### src/rtl/serial_subtractor_pkg.sv
// Shared definitions for the bit-serial subtractor: FSM state encodings.
package serial_subtractor_pkg;

    typedef logic [1:0] state_t;

    localparam logic [1:0] S_IDLE  = 2'd0;
    localparam logic [1:0] S_SHIFT = 2'd1;
    localparam logic [1:0] S_DONE  = 2'd2;

endpackage

### src/rtl/serial_subtractor_if.sv
// Start/busy/done handshake and operand/result bus of the serial subtractor.
interface serial_subtractor_if #(
    parameter int WIDTH = 8
);
    logic             start;
    logic [WIDTH-1:0] a;
    logic [WIDTH-1:0] b;
    logic             busy;
    logic             done;
    logic [WIDTH-1:0] diff;
    logic             borrow_out;
    logic             ovf;

    modport master (
        output start, a, b,
        input  busy, done, diff, borrow_out, ovf
    );

    modport slave (
        input  start, a, b,
        output busy, done, diff, borrow_out, ovf
    );
endinterface

### src/rtl/serial_subtractor_cell.sv
// One-bit full-subtractor cell: {b_out, diff} = a - b - b_in.
module subtractor1bit (
    input  logic a,
    input  logic b,
    input  logic b_in,
    output logic diff,
    output logic b_out
);
    // Two-bit difference wraps negative results so bit 1 is the borrow.
    assign {b_out, diff} = {1'b0, a} - {1'b0, b} - {1'b0, b_in};
endmodule

### src/rtl/serial_subtractor.sv
// Bit-serial subtractor: diff = a - b, LSB first, one bit per clock through a
// single full-subtractor cell, with unsigned borrow and signed overflow flags.
module serial_subtractor
    import serial_subtractor_pkg::*;
#(
    parameter int WIDTH = 8
) (
    input  logic               clk,
    input  logic               rst,
    serial_subtractor_if.slave bus
);
    localparam int              CNT_W = $clog2(WIDTH) + 1;
    localparam logic [CNT_W-1:0] LAST = CNT_W'(WIDTH - 1);

    state_t           state;
    logic [CNT_W-1:0] cnt;
    logic [WIDTH-1:0] a_sh;
    logic [WIDTH-1:0] b_sh;
    logic [WIDTH-1:0] res;
    logic [WIDTH-1:0] res_next;
    logic             borrow;
    logic             a_msb;
    logic             b_msb;
    logic             d;
    logic             bo;
    logic [WIDTH-1:0] diff_q;
    logic             borrow_q;
    logic             ovf_q;

    subtractor1bit u_cell (
        .a    (a_sh[0]),
        .b    (b_sh[0]),
        .b_in (borrow),
        .diff (d),
        .b_out(bo)
    );

    // Result register after this cycle's bit enters at the MSB.
    always_comb begin
        res_next            = res >> 1;
        res_next[WIDTH-1]   = d;
    end

    // Control: FSM state and bit counter.
    always_ff @(posedge clk or posedge rst) begin
        if (rst) begin
            state <= S_IDLE;
            cnt   <= '0;
        end else begin
            case (state)
                S_IDLE: begin
                    if (bus.start) begin
                        state <= S_SHIFT;
                        cnt   <= '0;
                    end
                end
                S_SHIFT: begin
                    cnt <= cnt + 1'b1;
                    if (cnt == LAST) state <= S_DONE;
                end
                S_DONE:  state <= S_IDLE;
                default: state <= S_IDLE;
            endcase
        end
    end

    // Datapath: operand capture, serial shifting, and result/flag latching on the last bit.
    always_ff @(posedge clk or posedge rst) begin
        if (rst) begin
            a_sh     <= '0;
            b_sh     <= '0;
            res      <= '0;
            borrow   <= 1'b0;
            a_msb    <= 1'b0;
            b_msb    <= 1'b0;
            diff_q   <= '0;
            borrow_q <= 1'b0;
            ovf_q    <= 1'b0;
        end else begin
            if (state == S_IDLE && bus.start) begin
                a_sh   <= bus.a;
                b_sh   <= bus.b;
                a_msb  <= bus.a[WIDTH-1];
                b_msb  <= bus.b[WIDTH-1];
                borrow <= 1'b0;
            end else if (state == S_SHIFT) begin
                a_sh   <= a_sh >> 1;
                b_sh   <= b_sh >> 1;
                res    <= res_next;
                borrow <= bo;
                if (cnt == LAST) begin
                    diff_q   <= res_next;
                    borrow_q <= bo;
                    // Signs of operands differ and the result sign departs from the minuend.
                    ovf_q    <= (a_msb ^ b_msb) & (a_msb ^ res_next[WIDTH-1]);
                end
            end
        end
    end

    assign bus.busy       = (state == S_SHIFT);
    assign bus.done       = (state == S_DONE);
    assign bus.diff       = diff_q;
    assign bus.borrow_out = borrow_q;
    assign bus.ovf        = ovf_q;

endmodule

### src/flat_wrapper.sv
// flat-port wrapper written by rule: the top's interface ports become plain ports
module serial_subtractor_flat import serial_subtractor_pkg::*;
#(
    parameter int WIDTH = 8
)
  (clk, rst, bus_start, bus_a, bus_b, bus_busy, bus_done, bus_diff, bus_borrow_out, bus_ovf);
  serial_subtractor_if #(.WIDTH(WIDTH)) bus_i ();
  input  logic clk;
  input  logic rst;
  input wire logic [$bits(bus_i.start)-1:0] bus_start;
  input wire logic [$bits(bus_i.a)-1:0] bus_a;
  input wire logic [$bits(bus_i.b)-1:0] bus_b;
  output wire logic [$bits(bus_i.busy)-1:0] bus_busy;
  output wire logic [$bits(bus_i.done)-1:0] bus_done;
  output wire logic [$bits(bus_i.diff)-1:0] bus_diff;
  output wire logic [$bits(bus_i.borrow_out)-1:0] bus_borrow_out;
  output wire logic [$bits(bus_i.ovf)-1:0] bus_ovf;
  assign bus_i.start = bus_start;
  assign bus_i.a = bus_a;
  assign bus_i.b = bus_b;
  assign bus_busy = bus_i.busy;
  assign bus_done = bus_i.done;
  assign bus_diff = bus_i.diff;
  assign bus_borrow_out = bus_i.borrow_out;
  assign bus_ovf = bus_i.ovf;
  serial_subtractor #(.WIDTH(WIDTH)) u_core (.clk(clk), .rst(rst), .bus(bus_i));
endmodule
### config.mk
export PLATFORM = sky130hd
export DESIGN_NAME = serial_subtractor_flat
export DESIGN_NICKNAME = d
export VERILOG_FILES = /design/src/rtl/serial_subtractor_pkg.sv /design/src/rtl/serial_subtractor_if.sv /design/src/rtl/serial_subtractor_cell.sv /design/src/rtl/serial_subtractor.sv /design/src/flat_wrapper.sv
export SDC_FILE = /design/constraint.sdc
export NUM_CORES = 1
export LEC_CHECK = 0
export BUFFER_PORTS_ARGS = -buffer_cell sky130_fd_sc_hd__buf_2
export CAP_MARGIN = 40
export CORE_MARGIN = 2
export CORE_UTILIZATION = 45
export CTS_BUF_LIST = sky130_fd_sc_hd__clkbuf_16
export DETAILED_ROUTE_END_ITERATION = 10
export PLACE_DENSITY = 0.66
export SLEW_MARGIN = 0
export SYNTH_ARGS = -nofsm -noshare
export SYNTH_HDL_FRONTEND = slang
export SYNTH_SLANG_ARGS = --single-unit
### constraint.sdc
create_clock -name clk -period 1.6 [get_ports clk]
set_input_delay 0.16 -clock clk [delete_from_list [all_inputs] [get_ports clk]]
set_output_delay 0.16 -clock clk [all_outputs]
set_load 0.01 [all_outputs]
Yosys cells after proc, flatten, opt, wreduce, memory -nomap -nowiden:

Index checks and enable logic that the tools add are counted.
Widths: inputs -> output; s select.

* bits of input ports: 19
* output and inout port bits: 12
* register bits: 43

* reductions and logical operators: 8
* bitwise logic cells: 4
* equal/unequal tests: 5
* mux-type cells: 11
* add/subtract/negate cells: 3

Operators by type and width (count)
* $mux 8: 4
* $pmux 4 s2: 1
* $reduce_and 2->1: 3
* $add 4x1->4 const B: 1
* $eq 4x3->1 const B: 1
* $mux 2: 2
* $mux 4: 1
* $pmux 2 s2: 1
* $reduce_bool 2->1: 2
* $reduce_and 3->1: 1
* $eq 2x1->1 const B: 1
* $eq 2x2->1 const B: 1
* $logic_not 2->1: 1
* $mux 1: 2
* $ne 2x1->1 const B: 1
* $ne 2x2->1 const B: 1
* $sub 1x1->2: 1
* $sub 2x1->2: 1
* $xor 1x1->1: 2
* $and 1x1->1: 1
* $logic_and 1x1->1: 1
* $not 1->1: 1

Longest topological paths before layout:

Gate-level depths: netlist of run 1.

* depth after elaboration: 4
* gate-level depth with buffers: 6

By module:

Synthesis of run 1 repeated with hierarchy kept, for this count alone.

* cells, all modules: 162
* area total of the unflattened synthesis: 1742.9 um^2

By module, submodules not included
* serial_subtractor: cells each 159, area an instance 1715.4 um^2, seq. area each 1051.0 um^2, instances 1
* subtractor1bit: cells each 3, area an instance 27.5 um^2, seq. area each 0.0 um^2, instances 1

Least setup slack after synthesis of run 1:

OpenSTA, ideal clock, no wires.

* kind: register to register
* start point: register u_core.a_sh[0]
* end point: register u_core.ovf_q (netlist: u_core.bus.ovf)
* path buffers: 0
* required time: 1.475 ns
* path slack: 0.183 ns
* arrival: 1.292 ns
* stages on the path, launching flop included: 5
* cells stage by stage: dfrtp_1 -> inv_1 -> fa_1 -> o22ai_1 -> mux2_2

* longest elaborated chain between the ends: 4

Ends and longest elaborated chain
* start: declaration: line serial_subtractor.sv:17 `logic [WIDTH-1:0] a_sh;`
* start signal: assignment: line serial_subtractor.sv:81 `a_sh <= bus.a;`
* start signal: assignment: line serial_subtractor.sv:87 `a_sh <= a_sh >> 1;`
* $sub 1x1->2: line serial_subtractor_cell.sv:10 `assign {b_out, diff} = {1'b0, a} - {1'b0, b} - {1'b0, b_in};`
* $sub 2x1->2: line serial_subtractor_cell.sv:10
* $xor 1x1->1: line serial_subtractor.sv:95 `ovf_q <= (a_msb ^ b_msb) & (a_msb ^ res_next[WIDTH-1]);`
* $and 1x1->1: line serial_subtractor.sv:95
* end signal: assignment: line serial_subtractor.sv:95
* end: declaration: line serial_subtractor.sv:28 `logic ovf_q;`

Every way passes these cells.
A chain may end at the register's enable or synchronous reset.

Worst setup path after layout of run 1:

Ends and elaborated chain as after synthesis.

==> impl_results.md, run 1 <==
- Final cycle utilization of the critical path: 93.3%
- CP cell instances: inv_1, fa_1, o22ai_1, mux2_2
- Largest cells by area after synthesis: dfrtp_1 (56%), mux2_2 (7.2%), a22oi_1 (5.6%)
- Layout overhead on the synthesized area: 20.7%
- Fin cells: 259
- Max-slew headroom: 66.0%
- Rows: 23
- Yosys cell types: 25
- Clk_skew: 0.00526 ns
- Crit path launch type: register
- CP endpoint kind: register
- PwrDens: 1980 nW/µm²
- Root Buffer: clkbuf_16
- R2R depth: 4
- RSZ-0062 raised after global routing: no
- Global-route usage over all layers: 18.0%
- Async S/R FF share, synth: 100%
- Hold Path Class: primary input to asynchronous set/reset pin
- WL/cell: 14.0 µm
- Hold buffer count at cts: 0
- Routability congestion estimate: 0.705
- Post-synth EDFFs: 0
- Slowest CP cell: fa_1
- Leakage power: 1.08 nW
- Initial core utilization: 46.8%
- Most common cell after layout, fill and taps aside: dfrtp_1
- Antenna violations before repair: 0
- Seq/Total Area, Yosys: 56.1%
- Clock Latency Late Sink: 0.28 ns
- Final hold violations: 2
- Drt pass-1 iters: 4
- Final nets: 229
- Syn nets: 191
- First-pass GRT wire length: 6170 µm
- Setup Total Neg Slack: 0 ns
- Worst ir drop on vdd: 0.862 mV
- Vias in the first global route: 1323
- Die extent in y: 68.5 µm
- Vias per cell: 5.29
- Max Root-Sink Buffers: 2
- Failing checks: hold timing
- Worst-path clk slew: 0.06 ns
- Crit Path Class: register to register
- R2R Path Start: u_core.a_sh[0]
- Post-Route Utilization: 56.5%
- Cell total after placement: 250
- GRT overflow: 0
- Wirelength, routed: 3620 µm
- Core ar.: 4000 µm²
- Clk sinks: 42
- Horiz. Die Dim: 68.5 µm
- Top-level I/O count: 31
- Tot Pwr: 0.00447 W
- Starting DRT DRC Count: 93
- Pin count of the biggest net entering global routing: 43
- Seq cells post-synth: 42
- Syn Area/Cell: 11.0 µm²
- # DRC: 0
- Crit path required time: 1.77 ns
- Max Slew Vio Count: 0
- FILL cells: 356
- Syn Inst Count: 170
- WP data arrival: 1.66 ns
- Top FF cell, synth: dfrtp_1
- TritonCTS clock tree: built
- Status: finished with violations
- WHS: -0.000879 ns
- FF-to-FF setup slack: 0.11 ns
- DRT antenna net count: 0
- Die Area: 4690 µm²
- Yosys warning total: 0
- Ant. Diodes: 0
- H-Tree Depth: 2
- Area leader, netlist: dfrtp_1
- Fraction of layout cells with a size suffix above 1: 30.1%
- Port Buf Inserts: 30
- DP HPWL: 2480 µm
- Yosys top cell area share: 56.1%
- Minimum clock period: 1.49 ns
- Worst-margin pin slew: 0.510 ns
- Most frequent cells in the layout: dfrtp_1 (42), buf_2 (30), nand2_1 (26)
- Max Cap Viol: 0
- Syn Std Cell Area: 1870 µm²
- Max Clk Rate: 670 MHz
- # setup viols final: 0
- Worst-path fanout max: 4
- Slowest stage delay, CP: 0.60 ns
- Reg2Reg Capture Point: u_core.bus.ovf
- Vias post-DR: 1369
- Num CTS Buffers: 5
## routing by layer
layer  track usage [%]  up-vias  routed length (µm)
met4              6.75        0                  36
met1              24.4      660                1660
li1                  -      667                   -
met5                 0        -                   0
met2              27.2       37                1700
met3              5.36        5                 215
## state kept, by name, summed over array words and instances (netlist names)
name,flops
u_core.borrow,1
u_core.bus.borrow_out,1
u_core.b_sh,8
u_core.bus.ovf,1
u_core.state,2
u_core.bus.diff,8
u_core.b_msb,1
u_core.res,7
u_core.cnt,4
u_core.a_msb,1
u_core.a_sh,8
## synthesized netlist by cell type (all sizes together), types with 2 or more instances
cell type	number
nor2	2
nand2b	2
nand2	26
mux2	12
a22oi	14
a22o	5
nand3	3
a21oi	11
clkbuf	3
buf	8
o21ai	16
nor2b	13
dfrtp	42
inv	4
## worst max-delay path, delay by kind of cell, from the launching register on
family | cells | cell delay (ns)
AOI/OAI and AO/OA | 1 | 0.10
DFF | 1 | 0.34
muxes | 1 | 0.26
adders and majority gates | 1 | 0.60
buffers and inverters | 1 | 0.07
## stage by stage
stage | hold slack (ns) | setup slack (ns) | instance area, µm²
floorplan | 0.293 | 0.183 | 1870
global placement | 0.310 | 0.135 | 2110
detailed placement | 0.320 | 0.113 | 2110
CTS | 0.0215 | 0.0988 | 2260
global route | 0.0459 | 0.0135 | 2260
finish | -0.000879 | 0.108 | 2260
## layout make-up
type / count / area (µm²) / share of cell area [%]
Sequential cell: 42 / 1050 / 46.5
Multi-Input combinational cell: 113 / 736 / 32.6
Timing Repair Buffer: 42 / 253 / 11.2
Clock buffer: 5 / 125 / 5.54
Tap cell: 50 / 62.6 / 2.77
Inverter: 4 / 18.8 / 0.831
Clock inverter: 3 / 12.5 / 0.554
## cell families after synthesis
family	Yosys count	synth area share, %
AO/OA/AOI/OAI	49	16.4
adder cells (fa/ha/maj)	2	1.74
buffers and inverters	15	4.54
flip-flops	42	56.1
multiplexers	13	7.75
AND/OR/NAND/NOR	49	13.4
## worst max path at each step
stage / start / depth (start not counted) / to
after floorplan: u_core.a_sh[0] / 4 / u_core.bus.ovf
after global placement: u_core.a_sh[0] / 4 / u_core.bus.ovf
after detailed placement: u_core.a_sh[0] / 4 / u_core.bus.ovf
after CTS: u_core.a_sh[0] / 4 / u_core.bus.ovf
after global routing: u_core.a_sh[0] / 4 / u_core.bus.ovf
final: u_core.a_sh[0] / 4 / u_core.bus.ovf
## where the power goes
group / switching [W] / internal, W
sequential: 0.000308 / 0.00152
clock: 0.000384 / 0.000563
combinational: 0.000877 / 0.000819
## what timing repair did
action | 4_1_cts | 5_1_grt
setup buffers | 1 | 0
gates resized for setup | 1 | 0
hold endpoints to repair | 0 | 0
endpoints found under the setup margin | 1 | 0
Power figures use the tool's default switching activity.
==> run 2: changes to the inputs <==
PLACE_DENSITY = 0.64   (was 0.66)
==> run 2 against run 1 <==
Effect of this change:
- the run now ends clean
- utilization up 1.0 points
- worst setup slack worse by 0.015 ns
- register-to-register slack worse by 0.02 ns
- sequential power about the same
- global-route usage up 0.82 points
- count of clock-buffer cells in the layout unchanged
- final cell count down 0.39%
==> impl_results.md, run 2 (synthesis results as in run 1) <==
- Status: finished, final reports clean
- Setup crit end: u_core.bus.ovf
- Seq pwr share: 39.1% (-1.8 points)
- Placed cell area: 2130 µm² (+1.2%)
- Slowest stage delay, CP: 0.60 ns (about the same)
- Crit path required time: 1.76 ns (about the same)
- FF-to-FF setup slack: 0.09 ns (-0.02 ns)
- WP data arrival: 1.67 ns (about the same)
- Drt pass-1 iters: 4 (unchanged)
- P_sw: 0.00160 W (+2.1%)
- Final Instance Area: 2300 µm² (+1.8%)
- Core ar.: 4000 µm² (unchanged)
- Global-route usage over all layers: 18.8% (+0.82 points)
- # DRC: 0 (unchanged)
- Ant. Diodes: 0 (unchanged)
- Post-CTS sizing: 0 (-1)
- Worst-path clk slew: 0.06 ns (about the same)
- WHS: 0.00199 ns (+0.00287 ns)
- Reg2Reg Capture Point: u_core.bus.ovf
- Top-level I/O count: 31 (unchanged)
- Pin count of the biggest net entering global routing: 43 (unchanged)
- Root Buffer: clkbuf_16
- RSZ-0062 raised after global routing: no
- Hold buffer count at cts: 0 (unchanged)
- # setup viols final: 0 (unchanged)
- Clk sinks: 42 (unchanged)
- Sw frac: 33.9% (-1.1 points)
- GRT overflow: 0 (unchanged)
- CP Depth: 4 (unchanged)
- Worst-margin pin slew: 0.522 ns (+0.0123 ns)
- Cell total after placement: 250 (unchanged)
- Layout overhead on the synthesized area: 22.9%
- Die extent in y: 68.5 µm (unchanged)
- Initial core utilization: 46.8% (unchanged)
- DP HPWL: 2630 µm (+6.0%)
- Max Clk Rate: 663 MHz (-1.0%)
- Fin cells: 258 (-0.39%)
- Wirelength, routed: 3700 µm (+2.4%)
- Clock Latency Late Sink: 0.28 ns (about the same)
- Hold Path Class: primary input to asynchronous set/reset pin
- Setup Buffers After CTS: 0 (-1)
- H-Tree Depth: 2 (unchanged)
- Clk_skew: 0.00461 ns (-0.000651 ns)
- Minimum clock period: 1.51 ns (+0.0151 ns)
- Post-Route Utilization: 57.5% (+1.0 points)
- Crit-path leading delay family: adder cells
- Slowest CP cell: fa_1
- Crit path launch type: register
- Power share of the combinational group: 37.4% (-0.5 points)
- CP endpoint kind: register
- Max Root-Sink Buffers: 2 (unchanged)
- Final hold violations: 0 (-2)
- Crit Path Class: register to register
- Setup Total Neg Slack: 0 ns (unchanged)
- Die Area: 4690 µm² (unchanged)
- Vias in the first global route: 1404 (+6.1%)
- Final nets: 228 (-0.44%)
- CP startpoint: u_core.a_sh[0]
- Clk network pwr share: 23.5% (+2.3 points)
- Starting DRT DRC Count: 55 (-41%)
- CP cell instances: inv_1, fa_1, o22ai_1, mux2_2
- First-pass GRT wire length: 6440 µm (+4.5%)
- WL/cell: 14.4 µm (+2.8%)
- Pint: 0.00312 W (+7.4%)
- Vias per cell: 5.26 (-0.57%)
- Final cycle utilization of the critical path: 94.2% (+0.95 points)
- R2R Path Start: u_core.a_sh[0]
- Port Buf Inserts: 30 (unchanged)
- Leakage power: 1.10 nW (+1.6%)
- R2R depth: 4 (unchanged)
- Max Slew Vio Count: 0 (unchanged)
- Most frequent cells in the layout: dfrtp_1 (42), buf_2 (30), nand2_1 (26)
- Horiz. Die Dim: 68.5 µm (unchanged)
- TritonCTS clock tree: built
- Most common cell after layout, fill and taps aside: dfrtp_1
- Fraction of layout cells with a size suffix above 1: 30.3% (+0.14 points)
- PwrDens: 2050 nW/µm² (+3.6%)
- Buffers and inverters on the worst path: 1 (unchanged)
- Num CTS Buffers: 5 (unchanged)
- Max Cap Viol: 0 (unchanged)
- Vias post-DR: 1356 (-0.95%)
- Worst ir drop on vdd: 0.877 mV (+1.7%)
- Antenna violations before repair: 0 (unchanged)
- DRT antenna net count: 0 (unchanged)
- Max-slew headroom: 65.2% (-0.82 points)
- Worst-path fanout max: 4 (unchanged)
- Rows: 23 (unchanged)
- Routability congestion estimate: 0.726 (+3.1%)
## run 2: cell count changes in the layout (fill, tap and decap cells not counted)
cell / delta
buf_12: +2
clkinvlp_4: -1
buf_4: -3
clkinv_2: +1
bufinv_16: +1
clkinv_1: -1
## run 2: how the worst min path moves through the flow
| stage | end | cells after the start |
|---|---|---|
| detailed placement | u_core.res[1] | 3 |
| floorplan | u_core.a_sh[7] | 1 |
| global route | u_core.bus.diff[0] | 3 |
| finish | u_core.res[1] | 3 |
| CTS | u_core.res[1] | 3 |
| global placement | u_core.bus.diff[0] | 3 |
## run 2: stage by stage
stage / setup slack, ns / total power [W]
floorplan: 0.183 / 0.00302
global placement: 0.139 / 0.00355
detailed placement: 0.109 / 0.00364
CTS: 0.0934 / 0.00476
global route: 0.0106 / 0.00508
finish: 0.0924 / 0.00472
## run 2: area by class of cell
type,instances,area (µm²)
Clock buffer,5,125
Clock inverter,3,40.0
Fill cell,360,1700
Inverter,4,15.0
Multi-Input combinational cell,113,736
Sequential cell,42,1050
Tap cell,50,62.6
Timing Repair Buffer,41,270
## run 2: power by group through the flow
stage	Combinational, W	Clock, W	Sequential, W
after floorplan	0.00119	0	0.00183
after global placement	0.00172	0	0.00183
after detailed placement	0.00178	0	0.00186
after CTS	0.00179	0.00113	0.00185
after global routing	0.00199	0.00118	0.00192
final	0.00177	0.00111	0.00185
## run 2: routing by layer
metal	vias to the layer above	global-route usage [%]	part of all wire, %
met2	28	29.2	47
li1	665	-	-
met4	0	6.00	1.9
met3	9	5.52	4.3
met5	-	0	0
met1	654	25.4	46
## run 2: worst register-to-register path: stages, from the launching register on
cell,delay [ns]
dfrtp_1,0.35
inv_1,0.07
fa_1,0.60
o22ai_1,0.10
mux2_2,0.26
==> run 3: changes to the inputs <==
CORE_UTILIZATION = 50   (was 45)
PLACE_DENSITY = 0.7   (was 0.64)
==> run 3 against run 2 <==
Effect of this change:
- cell area decreased by 2.3%
- power decreased by 3.8%
- sequential share of layout area grew 1.1 points
- first-iteration DRC count is 35% higher
- sequential cell count unchanged
- clock power decreased by 18%
- fmax down 1.4%
- critical endpoint unchanged
- largest cell class unchanged
- highest routed layer unchanged
==> impl_results.md, run 3 (synthesis results as in run 1) <==
- Worst-path clk slew: 0.05 ns (about the same)
- Routability congestion estimate: 0.785 (+8.1%)
- Vias per cell: 5.32 (+1.2%)
- Max-slew headroom: 66.1% (+0.85 points)
- Global-route usage over all layers: 20.0% (+1.2 points)
- Buffers and inverters on the worst path: 1 (unchanged)
- Crit Path Class: register to register
- Antenna violations before repair: 0 (unchanged)
- First-pass GRT wire length: 6350 µm (-1.4%)
- Core ar.: 3630 µm² (-9.2%)
- Fraction of layout cells with a size suffix above 1: 29.3% (-0.96 points)
- Die Area: 4250 µm² (-9.4%)
- RSZ-0062 raised after global routing: no
- Leakage power: 1.08 nW (-1.0%)
- Worst-margin pin slew: 0.509 ns (-0.0127 ns)
- Cell total after placement: 249 (-0.40%)
- Clk_skew: 0.00173 ns (-0.00289 ns)
- Max Clk Rate: 654 MHz (-1.4%)
- WL/cell: 15.2 µm (+5.9%)
- Drt pass-1 iters: 4 (unchanged)
- Final cycle utilization of the critical path: 95.6% (+1.3 points)
- # setup viols final: 0 (unchanged)
- Final hold violations: 0 (unchanged)
- WP data arrival: 1.69 ns (+0.02 ns)
- Horiz. Die Dim: 65.2 µm (-4.8%)
- CP endpoint kind: register
- Max Cap Viol: 0 (unchanged)
- Most frequent cells in the layout: dfrtp_1 (42), buf_2 (30), nand2_1 (26)
- Max Root-Sink Buffers: 2 (unchanged)
- TritonCTS clock tree: built
- Slowest CP cell: fa_1
- Max Slew Vio Count: 0 (unchanged)
- Num CTS Buffers: 5 (unchanged)
- Crit-path leading delay family: adder cells
- Hold Path Class: primary input to asynchronous set/reset pin
- Layout overhead on the synthesized area: 20.1%
- FILL cells: 305 (-15%)
- Root Buffer: clkbuf_16
- Most common cell after layout, fill and taps aside: dfrtp_1
- Clk sinks: 42 (unchanged)
- PwrDens: 2020 nW/µm² (-1.6%)
- Ant. Diodes: 0 (unchanged)
- Worst-path fanout max: 4 (unchanged)
- Clock Latency Late Sink: 0.28 ns (about the same)
- Top-level I/O count: 31 (unchanged)
- Setup Buffers After CTS: 0 (unchanged)
- Wirelength, routed: 3890 µm (+5.1%)
- Fin cells: 256 (-0.78%)
- Slowest stage delay, CP: 0.55 ns (-0.05 ns)
- Starting DRT DRC Count: 74 (+35%)
- Crit path required time: 1.76 ns (about the same)
- Minimum clock period: 1.53 ns (+0.0215 ns)
- Worst ir drop on vdd: 1.04 mV (+18%)
- Status: finished, final reports clean
- # DRC: 0 (unchanged)
- Port Buf Inserts: 30 (unchanged)
- Initial core utilization: 51.5% (+4.7 points)
- H-Tree Depth: 2 (unchanged)
- Pin count of the biggest net entering global routing: 43 (unchanged)
- Setup Total Neg Slack: 0 ns (unchanged)
- Post-CTS sizing: 0 (unchanged)
- Die extent in y: 65.2 µm (-4.8%)
- Rows: 22 (-4.3%)
- Vias in the first global route: 1393 (-0.78%)
- Hold buffer count at cts: 0 (unchanged)
- Crit path launch type: register
- Final nets: 229 (+0.44%)
- GRT overflow: 0 (unchanged)
- DRT antenna net count: 0 (unchanged)
- DP HPWL: 2710 µm (+3.3%)
- CP cell instances: inv_1, fa_1, nand2_1, o22ai_1, mux2_2
- Vias post-DR: 1362 (+0.44%)
run 3: tightest hold or removal path: stages:
cell and delay (ns):
buf_2 0.09, inv_1 0.04, buf_4 0.43
run 3: worst paths after layout:
check / from / endpoint / slack [ns] / cells after the start
max in group asynchronous: rst / u_core.bus.diff[4] / 1.25 / 3
worst min-delay path: rst / u_core.res[2] / 0.004 / 3
worst max register to register: u_core.a_sh[0] / u_core.bus.ovf / 0.07 / 5
worst min register to register: u_core.b_sh[4] / u_core.b_sh[4] / 0.48 / 2
min in group clk: bus_b[7] / u_core.b_sh[7] / 0.12 / 2
worst max-delay path: u_core.a_sh[0] / u_core.bus.ovf / 0.07 / 5
run 3: final cells by class:
| class | count | area (µm²) | share of cell area, % |
|---|---|---|---|
| clock buffer | 5 | 125 | 5.57 |
| timing repair buffer | 42 | 253 | 11.2 |
| tap | 48 | 60.1 | 2.67 |
| multi-input combinational | 113 | 736 | 32.7 |
| sequential | 42 | 1050 | 46.8 |
| inverter | 4 | 15.0 | 0.668 |
| clock inverter | 2 | 7.51 | 0.334 |
run 3: metrics by stage:
step | area (µm²) | setup WS, ns | total power [W] | hold slack [ns] | util, %
final | 2250 | 0.0709 | 0.00454 | 0.00441 | 61.8
after CTS | 2250 | 0.0775 | 0.00456 | 0.0244 | 61.8
after global routing | 2250 | 0.00355 | 0.00486 | 0.0604 | 61.8
after floorplan | 1870 | 0.183 | 0.00302 | 0.293 | -
after global placement | 2110 | 0.137 | 0.00350 | 0.306 | 58.2
after detailed placement | 2110 | 0.0994 | 0.00363 | 0.321 | 58.2
run 3: power by group:
group	switching (W)	internal [W]	leakage, nW	total, W
Combinational	0.000928	0.000834	0.474	0.00176
Clock	0.000355	0.000557	0.0723	0.000912
Sequential	0.000341	0.00152	0.538	0.00186
run 3: metal layers:
layer | GRT usage, % | vias to the layer above | part of all wire (%)
li1 | - | 661 | -
met1 | 26.2 | 664 | 46
met2 | 31.3 | 31 | 48
met3 | 6.51 | 6 | 4.2
met4 | 7.29 | 0 | 1.3
met5 | 0 | - | 0
